### src/rtl/sdf_pkg.sv
// Shared definitions for the SDF FFT stage controllers: state encoding and
// small constant helpers used to size and address each stage.
package sdf_pkg;

  typedef enum logic [1:0] {
    S_IDLE  = 2'd0,
    S_FILL  = 2'd1,
    S_RUN   = 2'd2,
    S_DRAIN = 2'd3
  } sdf_state_e;

  function automatic int clog2_f(input int v);
    int r;
    r = 0;
    for (int i = 0; i < 31; i++)
      if ((1 << i) < v) r = i + 1;
    return r;
  endfunction

  // Twiddle exponent for sample k of a stage: k * 2^(STAGE_NO-1)
  function automatic int unsigned tw_exp(input int unsigned k, input int stage_no);
    return k << (stage_no - 1);
  endfunction

endpackage

### src/rtl/sdf_stage_ctrl.sv
// Per-stage SDF FFT/IFFT controller: butterfly mux select, twiddle address and
// conjugate flag, output framing, stall handling and delay-line drain.
module sdf_stage_ctrl
  import sdf_pkg::*;
#(
  parameter  int NFFT     = 128,
  parameter  int STAGE_NO = 1,
  localparam int LOG2N    = clog2_f(NFFT),
  localparam int LOG2D    = LOG2N - STAGE_NO
) (
  input  logic             clk,
  input  logic             rst,
  input  logic             start,
  input  logic             mode,
  input  logic             in_valid,
  input  logic             in_last,
  output logic             sel,
  output logic [LOG2N-2:0] tw_addr,
  output logic             tw_en,
  output logic             tw_conj,
  output logic             out_valid,
  output logic             out_last,
  output logic             busy,
  output logic             done,
  output logic             err
);

  localparam int D = NFFT >> STAGE_NO;
  localparam logic [LOG2N-1:0] CNT_FILL_END = LOG2N'(D - 1);
  localparam logic [LOG2N-1:0] CNT_MAX      = LOG2N'(NFFT - 1);

  sdf_state_e       state_q, state_d;
  logic [LOG2N-1:0] cnt_q, cnt_d;
  logic             mode_q, mode_d;
  logic             err_q, err_d;
  logic             done_q, done_d;
  logic             adv;

  always_comb begin
    adv = 1'b0;
    case (state_q)
      S_FILL, S_RUN: adv = in_valid;
      S_DRAIN:       adv = 1'b1;
      default:       adv = 1'b0;
    endcase

    state_d = state_q;
    cnt_d   = adv ? cnt_q + LOG2N'(1) : cnt_q;
    mode_d  = mode_q;
    err_d   = err_q;
    done_d  = 1'b0;

    case (state_q)
      S_IDLE: begin
        if (start) begin
          state_d = S_FILL;
          cnt_d   = '0;
          err_d   = 1'b0;
          mode_d  = mode;
        end
      end
      S_FILL: begin
        if (adv) begin
          if (in_last) err_d = 1'b1;
          if (cnt_q == CNT_FILL_END) state_d = S_RUN;
        end
      end
      S_RUN: begin
        // A misplaced in_last is flagged but the run carries on.
        if (adv && in_last) begin
          if (cnt_q == CNT_MAX) state_d = S_DRAIN;
          else                  err_d   = 1'b1;
        end
      end
      S_DRAIN: begin
        if (cnt_q == CNT_FILL_END) begin
          state_d = S_IDLE;
          done_d  = 1'b1;
        end
      end
      default: state_d = S_IDLE;
    endcase
  end

  always_ff @(posedge clk or negedge rst) begin
    if (!rst) begin
      state_q <= S_IDLE;
      cnt_q   <= '0;
      mode_q  <= 1'b0;
      err_q   <= 1'b0;
      done_q  <= 1'b0;
    end else begin
      state_q <= state_d;
      cnt_q   <= cnt_d;
      mode_q  <= mode_d;
      err_q   <= err_d;
      done_q  <= done_d;
    end
  end

  assign busy      = (state_q != S_IDLE);
  assign sel       = busy & cnt_q[LOG2D];
  assign out_valid = adv & ((state_q == S_RUN) | (state_q == S_DRAIN));
  assign tw_en     = out_valid & ~sel;
  assign out_last  = (state_q == S_DRAIN) & (cnt_q == CNT_FILL_END);
  assign tw_conj   = busy & mode_q;
  assign done      = done_q;
  assign err       = err_q;

  generate
    if (LOG2D == 0) begin : g_tw_last
      assign tw_addr = '0;
    end else begin : g_tw
      logic [LOG2D-1:0] k;
      assign k       = cnt_q[LOG2D-1:0];
      assign tw_addr = tw_en ? (LOG2N-1)'(tw_exp(32'(k), STAGE_NO)) : '0;
    end
  endgenerate

endmodule

### config.mk
export PLATFORM = sky130hd
export DESIGN_NAME = sdf_stage_ctrl
export DESIGN_NICKNAME = d
export VERILOG_FILES = /design/src/rtl/sdf_pkg.sv /design/src/rtl/sdf_stage_ctrl.sv
export SDC_FILE = /design/constraint.sdc
export NUM_CORES = 1
export LEC_CHECK = 0
export ABC_AREA = 1
export BUFFER_PORTS_ARGS = -buffer_cell sky130_fd_sc_hd__clkbuf_2
export CORE_MARGIN = 2
export CORE_UTILIZATION = 51
export CTS_CLUSTER_SIZE = 10
export DETAILED_ROUTE_END_ITERATION = 6
export GPL_TIMING_DRIVEN = 0
export PLACE_DENSITY = 0.81
export SYNTH_ARGS = -nofsm -noshare
export SYNTH_HDL_FRONTEND = slang
export SYNTH_SLANG_ARGS = --single-unit
### constraint.sdc
create_clock -name clk -period 1.9 [get_ports clk]
set_clock_uncertainty 0.2 [all_clocks]
set_input_delay 0.38 -clock clk [delete_from_list [all_inputs] [get_ports clk]]
set_output_delay 0.38 -clock clk [all_outputs]
set_load 0.05 [all_outputs]
==> results of run 1 <==
==> area by class of cell <==
type / count / area, sq um / area share, %
inverter: 21 / 85.1 / 6.71
clock buffer: 4 / 36.3 / 2.86
timing repair buffer: 31 / 294 / 23.2
multi-input combinational: 77 / 532 / 42.0
tap: 16 / 20.0 / 1.58
sequential: 12 / 300 / 23.7
==> power by group <==
part           switching (mW)  internal [mW]  total (mW)
Sequential             0.0624          0.335       0.397
Combinational           0.947          0.569        1.52
Clock                   0.101          0.117       0.217
==> through the flow <==
step           instances  hold WS [ns]  TNS, ns  setup WS, ns
6_report             161        0.0913    -4.47        -0.527
5_1_grt              161         0.129    -5.47        -0.613
4_1_cts              159         0.108    -4.33        -0.541
3_5_place_dp         145        0.0845    -2.83        -0.403
3_3_place_gp         145        0.0849    -2.57        -0.372
2_1_floorplan        110        -0.116    -3.40        -0.489
==> cells by family (layout without fill, tap and decap cells) <==
| family | after synthesis | after routing | share of synthesized area, % |
|---|---|---|---|
| simple gates | 54 | 54 | 32.3 |
| buf+inv | 21 | 56 | 9.83 |
| compound gates | 18 | 18 | 12.6 |
| flops | 12 | 12 | 37.4 |
| fa+ha+maj | 5 | 5 | 7.80 |
==> critical path: stages (launching register included) <==
cell and delay [ns]:
dfrtp_1 0.39, inv_2 0.07, ha_4 0.28, nand2_4 0.05, nand2_4 0.08, nand2_8 0.06
a21oi_4 0.21, nand2_8 0.13, nor2_4 0.13, buf_8 0.15
==> per-layer routing <==
metal	vias up	wire length (um)
met2	33	1150
met4	0	83
met1	417	907
met3	11	117
li1	410	-
met5	-	0
==> worst paths after layout <==
kind                            cells past startpoint  startpoint  slack [ns]          to
worst max-delay path                                9  state_q[1]       -0.53  tw_addr[1]
worst min register to register                      2         err        0.31         err
worst max register to register                     10  state_q[1]        0.02  state_q[0]
worst min-delay path                                3        mode        0.09      mode_q
max in group asynchronous                           2         rst        0.95  state_q[1]
min in group asynchronous                           2         rst        0.30    cnt_q[3]
==> cell usage in the layout, fill, tap and decap left out, types with 4 or more instances in the layout <==
cell type  count
a21oi_1        5
buf_4         12
buf_8          6
clkbuf_2       7
dfrtp_1       12
ha_1           4
inv_1         15
inv_2          4
nand2_1       21
nand2_2        4
nand3_1        4
nor2_1         8
nor2_4         7
o21ai_0        8
==> sequential cells by signal, summed over array words and instances, names as in the netlist <==
| signal | count |
|---|---|
| err | 1 |
| done | 1 |
| mode_q | 1 |
| cnt_q | 7 |
| state_q | 2 |
==> what timing repair did <==
item	in CTS	in global routing
endpoints found under the hold margin	12	0
pin swaps	6	4
setup buffers	9	3
resized for setup	22	17
hold buffers	1	0
setup endpoints to repair	12	16
==> flow_summary_export.csv, run 1 <==
group,metric,value,unit
status,status,"complete, but fails checks",
status,violations,"setup timing",
logic_synthesis,synth-edff-count,0,
routing,drt-initial-drc-count,13,
sta,fmax,0.412,GHz
final_layout,drive_gt1_share,42.8,%
global_route,use_met2,42.9,%
logic_synthesis,syn_inst,110,
logic_synthesis,async_reset_ff_share,100,%
logic_synthesis,netlist_top_cells_count,"nand2_1 (22), inv_1 (18), nor2_1 (14)",
placement,dp_hpwl,1360,um
sta,final.setup.worst_slack,-0.527,ns
global_route,grt_first_pass_wirelength,3570,um
final_layout,areaGrowthSynthToFinish,58.0,%
die,ios,20,
logic_synthesis,yosysMostFrequentCell,"nand2_1",
clock_tree,clockRootBuffer,"clkbuf_4",
job,max_cap_viol_count,0,
placement,placed_area,993,sq um
setup_path,cp_max_fo,7,
final_layout,fin_util,85.1,%
logic_synthesis,ys.flop_type,"dfrtp_1",
die,die_height,43.7,um
global_route,overflow,0,
final_layout,n_fill_cell,72,
setup_path,arrival,1.85,ns
clock_tree,clkTransAtPathRegs,0.09,ns
die,dieArea,0.00191,sq mm
setup_path,worstPathRequired,1.32,ns
global_route,use_met1,29.9,%
setup_path,crit_type,"reg -> out",
routing,viasPerCell,5.41,
logic_synthesis,yosysSeqAreaShare,37.4,%
die,core,0.00149,sq mm
logic_synthesis,syn-cell-area,802,sq um
global_route,top_usage_layer,"met2",
logic_synthesis,synth-seq-cells,12,
final_layout,design_area,0.00127,sq mm
global_route,grt_usage,26.2,%
clock_tree,cts_buffers,3,
sta,worst_pin_slew,0.382,ns
routing,num_vias,871,
routing,drc_errors,0,
global_route,use_met3,6.25,%
logic_synthesis,synth.net_count,121,
sta,finalMaxSlewViolations,0,
power,total_power,2.13,mW
logic_synthesis,yosysTopAreaCellShare,37.4,%
final_layout,fin_nets,157,
sta,relSlewSlack,74.2,%
routing,wl_per_cell,14.0,um
min_path,hp-class,"in -> reg",
logic_synthesis,synthTopCellsByArea,"dfrtp_1 (37%), nand2_1 (10%), inv_1 (8.4%)",
die,initial_core_util,53.9,%
setup_path,end_kind,"output pin",
power,ir_drop,0.00135,V
clock_tree,htree_num_levels,1,
global_route,grt_pass1_vias,836,
final_layout,antenna_cells,0,
sta,fin_crit,2.43,ns
placement,port_buffers,19,
routing,antenna_left,0,
clock_tree,cts_tree,"done",
clock_tree,insertion_delay,0.29,ns
global_route,grt_start_max_net_pins,13,
clock_tree,cts.sinks,12,
sta,rsz0062_at_grt,"yes",
die,dieWidth,43.7,um
routing,drt-pass1-iter-count,4,
global_route,grt_antenna_before_repair,0,
logic_synthesis,syn_avg_cell_area,7.29,sq um
sta,setup_viol,10,
power,power-per-cell-area,1680,mW/mm^2
routing,finalWirelength,2260,um
die,rows,14,
sta,hold_viol_final,0,
sta,layout_worst_path_cycle_share,128,%
placement,gp_congestion,0.864,
setup_path,crit_path_start_kind,"flop",
power,leakagePower,0.609,nW
logic_synthesis,synth_top_area_cell,"dfrtp_1",
logic_synthesis,yosys_warnings,0,
logic_synthesis,ys_types,17,
clock_tree,cts_buffer_depth,2,
Note: power is estimated with default switching activity, not from simulation.
==> inputs of run 2 (changes only) <==
--- a/config.mk
+++ b/config.mk
@@ -6,13 +6,13 @@
 export NUM_CORES = 1
 export LEC_CHECK = 0
 export ABC_AREA = 1
-export BUFFER_PORTS_ARGS = -buffer_cell sky130_fd_sc_hd__clkbuf_2
 export CORE_MARGIN = 2
-export CORE_UTILIZATION = 51
+export CORE_UTILIZATION = 60
 export CTS_CLUSTER_SIZE = 10
 export DETAILED_ROUTE_END_ITERATION = 6
+export DONT_BUFFER_PORTS = 1
 export GPL_TIMING_DRIVEN = 0
-export PLACE_DENSITY = 0.81
+export PLACE_DENSITY = 0.8
 export SYNTH_ARGS = -nofsm -noshare
 export SYNTH_HDL_FRONTEND = slang
 export SYNTH_SLANG_ARGS = --single-unit
==> run 2 against run 1 <==
Compared with the run above: power is 1.3% lower; cell area is 12% lower; critical path depth is 2 lower; final cell count is 13% lower; register-to-register slack worse by 0.06 ns; sequential cell count stayed put; the run still ends with setup timing left; core utilization is 2.7 points higher; hold slack worse by 0.055 ns; worst setup slack worse by 0.31 ns; critical endpoint is now tw_addr[4]; non-clock buffer count is 20 lower; critical path type unchanged; first-iteration DRC count is 85% higher; sequential share of layout area is 3.4 points higher.
==> flow_summary_export.csv, run 2 (synthesis results as in run 1) <==
group,metric,value,unit
clock_tree,cts_buffers,3,
global_route,grt_first_pass_wirelength,2930,um
final_layout,fin_nets,137,
power,power-per-cell-area,1890,mW/mm^2
setup_path,crit_path_start_kind,"flop",
setup_path,crit_cells,7,
final_layout,top_regs,"cnt_q x7, state_q x2",
placement,port_buffers,0,
placement,pre_cts_slack,-0.603,ns
final_layout,regArea,302,sq um
sta,worst_pin_slew,0.586,ns
routing,drc_errors,0,
placement,dp_hpwl,1260,um
global_route,grt_usage,27.9,%
die,core,0.00127,sq mm
sta,fin_tns_setup,-6.41,ns
routing,finalWirelength,2430,um
setup_path,cp_cell_sequence,"inv_2, ha_4, inv_6, nand2_4, a21oi_4, nand2_8, nor2_4",
sta,layout_worst_path_cycle_share,144,%
placement,place_inst,125,
clock_tree,cts.sinks,12,
setup_path,crit_path_top_delay_cell,"a21oi_4",
final_layout,layout_commonest_cell,"nand2_1",
die,ios,20,
setup_path,worst_path_largest_cell_delay,0.42,ns
routing,drt-pass1-iter-count,4,
sta,finalMaxSlewViolations,0,
final_layout,multiInputGateArea,581,sq um
sta,rsz0062_at_grt,"yes",
setup_path,end_kind,"output pin",
die,rows,13,
setup_path,ff2ff_path_depth,10,
die,initial_core_util,63.2,%
job,max_cap_viol_count,0,
routing,viasPerCell,5.66,
final_layout,drive_gt1_share,40.8,%
final_layout,largest_register_ffs,7,
sta,fmax,0.365,GHz
final_layout,layout_common_cells,"nand2_1 (21), inv_1 (14), nor2_4 (11), dfrtp_1 (11), buf_4 (10)",
final_layout,n_fill_cell,62,
global_route,grt_antenna_before_repair,0,
clock_tree,clkTransAtPathRegs,0.08,ns
routing,num_vias,792,
setup_path,arrival,2.16,ns
min_path,hp-class,"in -> reg",
die,dieArea,0.00165,sq mm
setup_path,worstPathRequired,1.32,ns
power,ir_drop,0.00158,V
sta,relSlewSlack,60.8,%
sta,setup_viol,11,
setup_path,crit_buf_inv,2,
placement,gp_congestion,0.754,
min_path,whs_path_depth,2,
final_layout,antenna_cells,0,
final_layout,largest-register,"cnt_q",
final_layout,areaGrowthSynthToFinish,39.0,%
setup_path,critPathTopFamily,"simple AND/OR/NAND/NOR gates",
routing,wl_per_cell,17.4,um
global_route,grt_pass1_vias,720,
status,status,"complete, but fails checks",
setup_path,crit_type,"reg -> out",
sta,hold_viol_final,0,
die,die_height,40.6,um
die,dieWidth,40.6,um
clock_tree,insertion_delay,0.29,ns
clock_tree,cts_tree,"done",
global_route,grt_start_max_net_pins,13,
sta,final.setup.worst_slack,-0.840,ns
sta,whs,0.0361,ns
sta,fin_crit,2.74,ns
power,leakagePower,0.491,nW
clock_tree,cts_buffer_depth,2,
final_layout,layout.cells.non_filler,140,
status,violations,"setup timing",
routing,antenna_left,0,
routing,drt-initial-drc-count,24,
clock_tree,clockRootBuffer,"clkbuf_4",
clock_tree,htree_num_levels,1,
setup_path,cp_max_fo,7,
global_route,overflow,0,
run 2: cell count changes in the layout (fill, tap and decap cells not counted), sizes merged:
cell / previous run / this run
clkbuf: 14 / 4
buf: 20 / 10
run 2: worst paths after layout:
kind / startpoint / slack, ns / to
hold / removal: mode / 0.04 / mode_q
min in group asynchronous: rst / 0.32 / err
hold reg to reg: cnt_q[3] / 0.34 / cnt_q[3]
setup / recovery: state_q[1] / -0.84 / tw_addr[4]
setup reg to reg: state_q[1] / -0.04 / cnt_q[5]
max in group asynchronous: rst / 0.75 / state_q[1]
run 2: metal layers:
layer | vias up | wire length [um] | global-route usage, %
li1 | 373 | - | -
met1 | 378 | 963 | 31.5
met2 | 32 | 1270 | 45.2
met3 | 9 | 127 | 6.11
met4 | 0 | 73 | 20.8
met5 | - | 0 | 0
run 2: what timing repair did:
action / 4_1_cts / 5_1_grt
resized for setup: 7 / 19
hold buffers: 1 / 0
endpoints found under the hold margin: 12 / 0
endpoints found under the setup margin: 12 / 15
pin swaps: 4 / 9
buffers inserted: 3 / 7
run 2: cell type report:
cell class	count	area share, %
Sequential cell	12	27.0
Tap cell	15	1.68
Inverter	21	8.31
Multi-Input combinational cell	77	52.1
Clock buffer	4	3.25
Timing Repair Buffer	11	7.63
run 2: where the power goes:
part	internal [mW]	total (mW)	switching, mW
Clock	0.117	0.214	0.0970
Sequential	0.336	0.442	0.106
Combinational	0.499	1.45	0.948
run 2: through the flow:
stage	utilization, %	power (mW)	instance area, sq um
after floorplan	-	1.29	878
after global placement	70.7	1.40	897
after detailed placement	70.7	1.43	897
after CTS	78.6	1.77	997
after global routing	87.9	2.22	1110
final	87.9	2.10	1110
==> inputs of run 3 (changes only) <==
--- a/config.mk
+++ b/config.mk
@@ -5,7 +5,6 @@
 export SDC_FILE = /design/constraint.sdc
 export NUM_CORES = 1
 export LEC_CHECK = 0
-export ABC_AREA = 1
 export CORE_MARGIN = 2
 export CORE_UTILIZATION = 60
 export CTS_CLUSTER_SIZE = 10
@@ -13,6 +12,7 @@
 export DONT_BUFFER_PORTS = 1
 export GPL_TIMING_DRIVEN = 0
 export PLACE_DENSITY = 0.8
+export SKIP_CTS_REPAIR_TIMING = 1
 export SYNTH_ARGS = -nofsm -noshare
 export SYNTH_HDL_FRONTEND = slang
 export SYNTH_SLANG_ARGS = --single-unit
==> constraint.sdc (replaced) <==
create_clock -name clk -period 3.2 [get_ports clk]
set_clock_uncertainty 0.2 [all_clocks]
set_input_delay 0.64 -clock clk [delete_from_list [all_inputs] [get_ports clk]]
set_output_delay 0.64 -clock clk [all_outputs]
set_load 0.05 [all_outputs]
==> run 3 against run 2 <==
Compared with the run above: the run still ends with setup timing left; power is 45% lower; first-iteration DRC count is 38% lower; count of clock-buffer cells in the layout is 1 lower; final cell count is 24% lower; wire length is 27% lower; critical path depth is 1 lower; clock power is 57% lower; area after synthesis is 1.6% lower; non-clock buffer count is 2 lower; combinational power is 47% lower; die area is 1.4% lower; critical endpoint unchanged; largest power group unchanged.
==> flow_summary_export.csv, run 3 <==
group,metric,value,unit
global_route,grt_usage,22.4,%
routing,drt-initial-drc-count,15,
final_layout,largest-register,"cnt_q",
clock_tree,clkTransAtPathRegs,0.07,ns
clock_tree,cts_tree,"done",
die,die_height,40.3,um
final_layout,layout_common_cells,"dfrtp_1 (12), nand2_1 (8), and2_4 (6), buf_4 (6), nand3_1 (5)",
setup_path,end_kind,"output pin",
setup_path,worstPathRequired,2.36,ns
placement,port_buffers,0,
final_layout,top_regs,"cnt_q x7, state_q x2",
routing,drc_errors,0,
logic_synthesis,synth-seq-cells,12,
global_route,grt_antenna_before_repair,0,
clock_tree,insertion_delay,0.27,ns
power,ir_drop,0.000682,V
logic_synthesis,yosysSeqAreaShare,38.0,%
logic_synthesis,ys_types,33,
setup_path,worst_path_largest_cell_delay,0.68,ns
final_layout,largest_register_ffs,7,
logic_synthesis,synth_top_area_cell,"dfrtp_1",
clock_tree,cts_buffer_depth,2,
logic_synthesis,synthTopCellsByArea,"dfrtp_1 (38%), ha_1 (7.9%), and2_1 (4.8%)",
logic_synthesis,ys.flop_type,"dfrtp_1",
sta,rsz0062_at_grt,"yes",
logic_synthesis,synth-edff-count,0,
sta,hold_viol_final,0,
power,power-per-cell-area,1230,mW/mm^2
global_route,grt_first_pass_wirelength,2300,um
placement,dp_hpwl,1220,um
routing,viasPerCell,5.93,
setup_path,crit_type,"reg -> out",
setup_path,ff2ff_path_depth,5,
logic_synthesis,yosys-mux-area-fraction,5.86,%
logic_synthesis,synth.net_count,92,
logic_synthesis,yosysMostFrequentCell,"dfrtp_1",
status,status,"complete, but fails checks",
min_path,whs_path_depth,2,
global_route,grt_start_max_net_pins,13,
sta,finalMaxSlewViolations,0,
routing,finalWirelength,1780,um
logic_synthesis,netlist_top_cells_count,"dfrtp_1 (12), nand2_1 (8), and2_1 (6)",
die,initial_core_util,62.2,%
setup_path,cp_cell_sequence,"inv_2, ha_4, a21oi_4, or2_4, a211oi_4, and2_4",
sta,fmax,0.303,GHz
clock_tree,cts.sinks,12,
setup_path,arrival,2.46,ns
final_layout,layout.cells.non_filler,107,
final_layout,antenna_cells,0,
die,ios,20,
logic_synthesis,async_reset_ff_share,100,%
sta,relSlewSlack,16.8,%
status,violations,"setup timing",
routing,num_vias,635,
final_layout,drive_gt1_share,35.9,%
die,core,0.00127,sq mm
clock_tree,htree_num_levels,1,
logic_synthesis,synth_top_family_by_area,"simple AND/OR/NAND/NOR gates",
routing,drt-pass1-iter-count,4,
sta,setup_viol,6,
logic_synthesis,syn_avg_cell_area,9.75,sq um
final_layout,areaGrowthSynthToFinish,18.9,%
logic_synthesis,syn_inst,81,
routing,met3_length,93,um
sta,layout_worst_path_cycle_share,103,%
routing,routed.top_layer,"met4",
placement,gp_congestion,0.764,
sta,final.setup.worst_slack,-0.0955,ns
logic_synthesis,yosysTopAreaCellShare,38.0,%
clock_tree,clockRootBuffer,"clkbuf_4",
logic_synthesis,yosys.area_share.simple,28.2,%
sta,fin_tns_setup,-0.553,ns
routing,wl_met1,835,um
logic_synthesis,yosys_warnings,0,
global_route,overflow,0,
routing,antenna_left,0,
min_path,hp-class,"reg -> reg",
logic_synthesis,post_synth_xor_area_fraction,3.33,%
sta,fin_crit,3.30,ns
power,leakagePower,0.418,nW
clock_tree,cts_buffers,3,
final_layout,fin_nets,105,
logic_synthesis,syn-cell-area,790,sq um
final_layout,layout_commonest_cell,"dfrtp_1",
routing,route.met2.wl,838,um
die,dieArea,0.00162,sq mm
sta,whs,0.274,ns
setup_path,crit_path_start_kind,"flop",
setup_path,crit_path_top_delay_cell,"a211oi_4",
final_layout,fin_util,74.0,%
sta,worst_pin_slew,1.24,ns
logic_synthesis,synthAdderAreaFrac,7.92,%
die,rows,13,
logic_synthesis,synth_compound_gate_area_share,12.8,%
routing,wl_per_cell,16.6,um
die,dieWidth,40.3,um
job,max_cap_viol_count,0,
setup_path,cp_max_fo,7,
global_route,grt_pass1_vias,521,
placement,place_inst,97,
[run 3: layout make-up]
cell class                      count  area [sq um]
Clock buffer                        3          22.5
Multi-Input combinational cell     63           508
Timing Repair Buffer                8          58.8
Inverter                            5          18.8
Sequential cell                    12           300
Fill cell                          95           330
Tap cell                           15          18.8
Buffer                              1          11.3
[run 3: worst paths after layout]
kind / from / end / slack [ns]
setup / recovery: state_q[0] / tw_addr[4] / -0.1
hold / removal: mode_q / mode_q / 0.27
setup reg to reg: state_q[0] / done / 0.83
hold reg to reg: mode_q / mode_q / 0.27
max in group asynchronous: rst / cnt_q[4] / 1.84
min in group asynchronous: rst / done / 0.59
[run 3: stage by stage]
stage	cell area (sq um)	total power [mW]	worst slack, ns
floorplan	790	0.800	0.108
global placement	808	0.874	-0.0593
detailed placement	818	0.891	-0.0755
CTS	841	0.986	-0.383
global route	938	1.22	-0.185
finish	938	1.15	-0.0955
[run 3: cell families (layout without fill, tap and decap cells)]
kind of cell,Yosys count,after routing
and+or+nand+nor,39,39
muxes,4,4
adders and majority gates,5,5
buffers and inverters,6,17
DFF,12,12
xor gates and xnor gates,3,3
AOI/OAI and AO/OA,12,12
[run 3: power breakdown]
| group | total [mW] | switching (mW) | internal (mW) |
|---|---|---|---|
| sequential | 0.289 | 0.0829 | 0.206 |
| clock | 0.0922 | 0.0487 | 0.0435 |
| combinational | 0.770 | 0.452 | 0.319 |
[run 3: per-layer routing]
metal / vias up / GRT usage, %
met5: - / 0
met4: 0 / 10.0
met3: 2 / 5.56
met2: 18 / 32.3
met1: 310 / 31.4
li1: 305 / -
[run 3: critical path: cells and delay by family, from the launching register on]
| kind | cells | cell delay, ns |
|---|---|---|
| buffers and inverters | 1 | 0.08 |
| adders and majority gates | 1 | 0.29 |
| AOI/OAI and AO/OA | 2 | 0.74 |
| and+or+nand+nor | 2 | 0.66 |
| DFF | 1 | 0.41 |
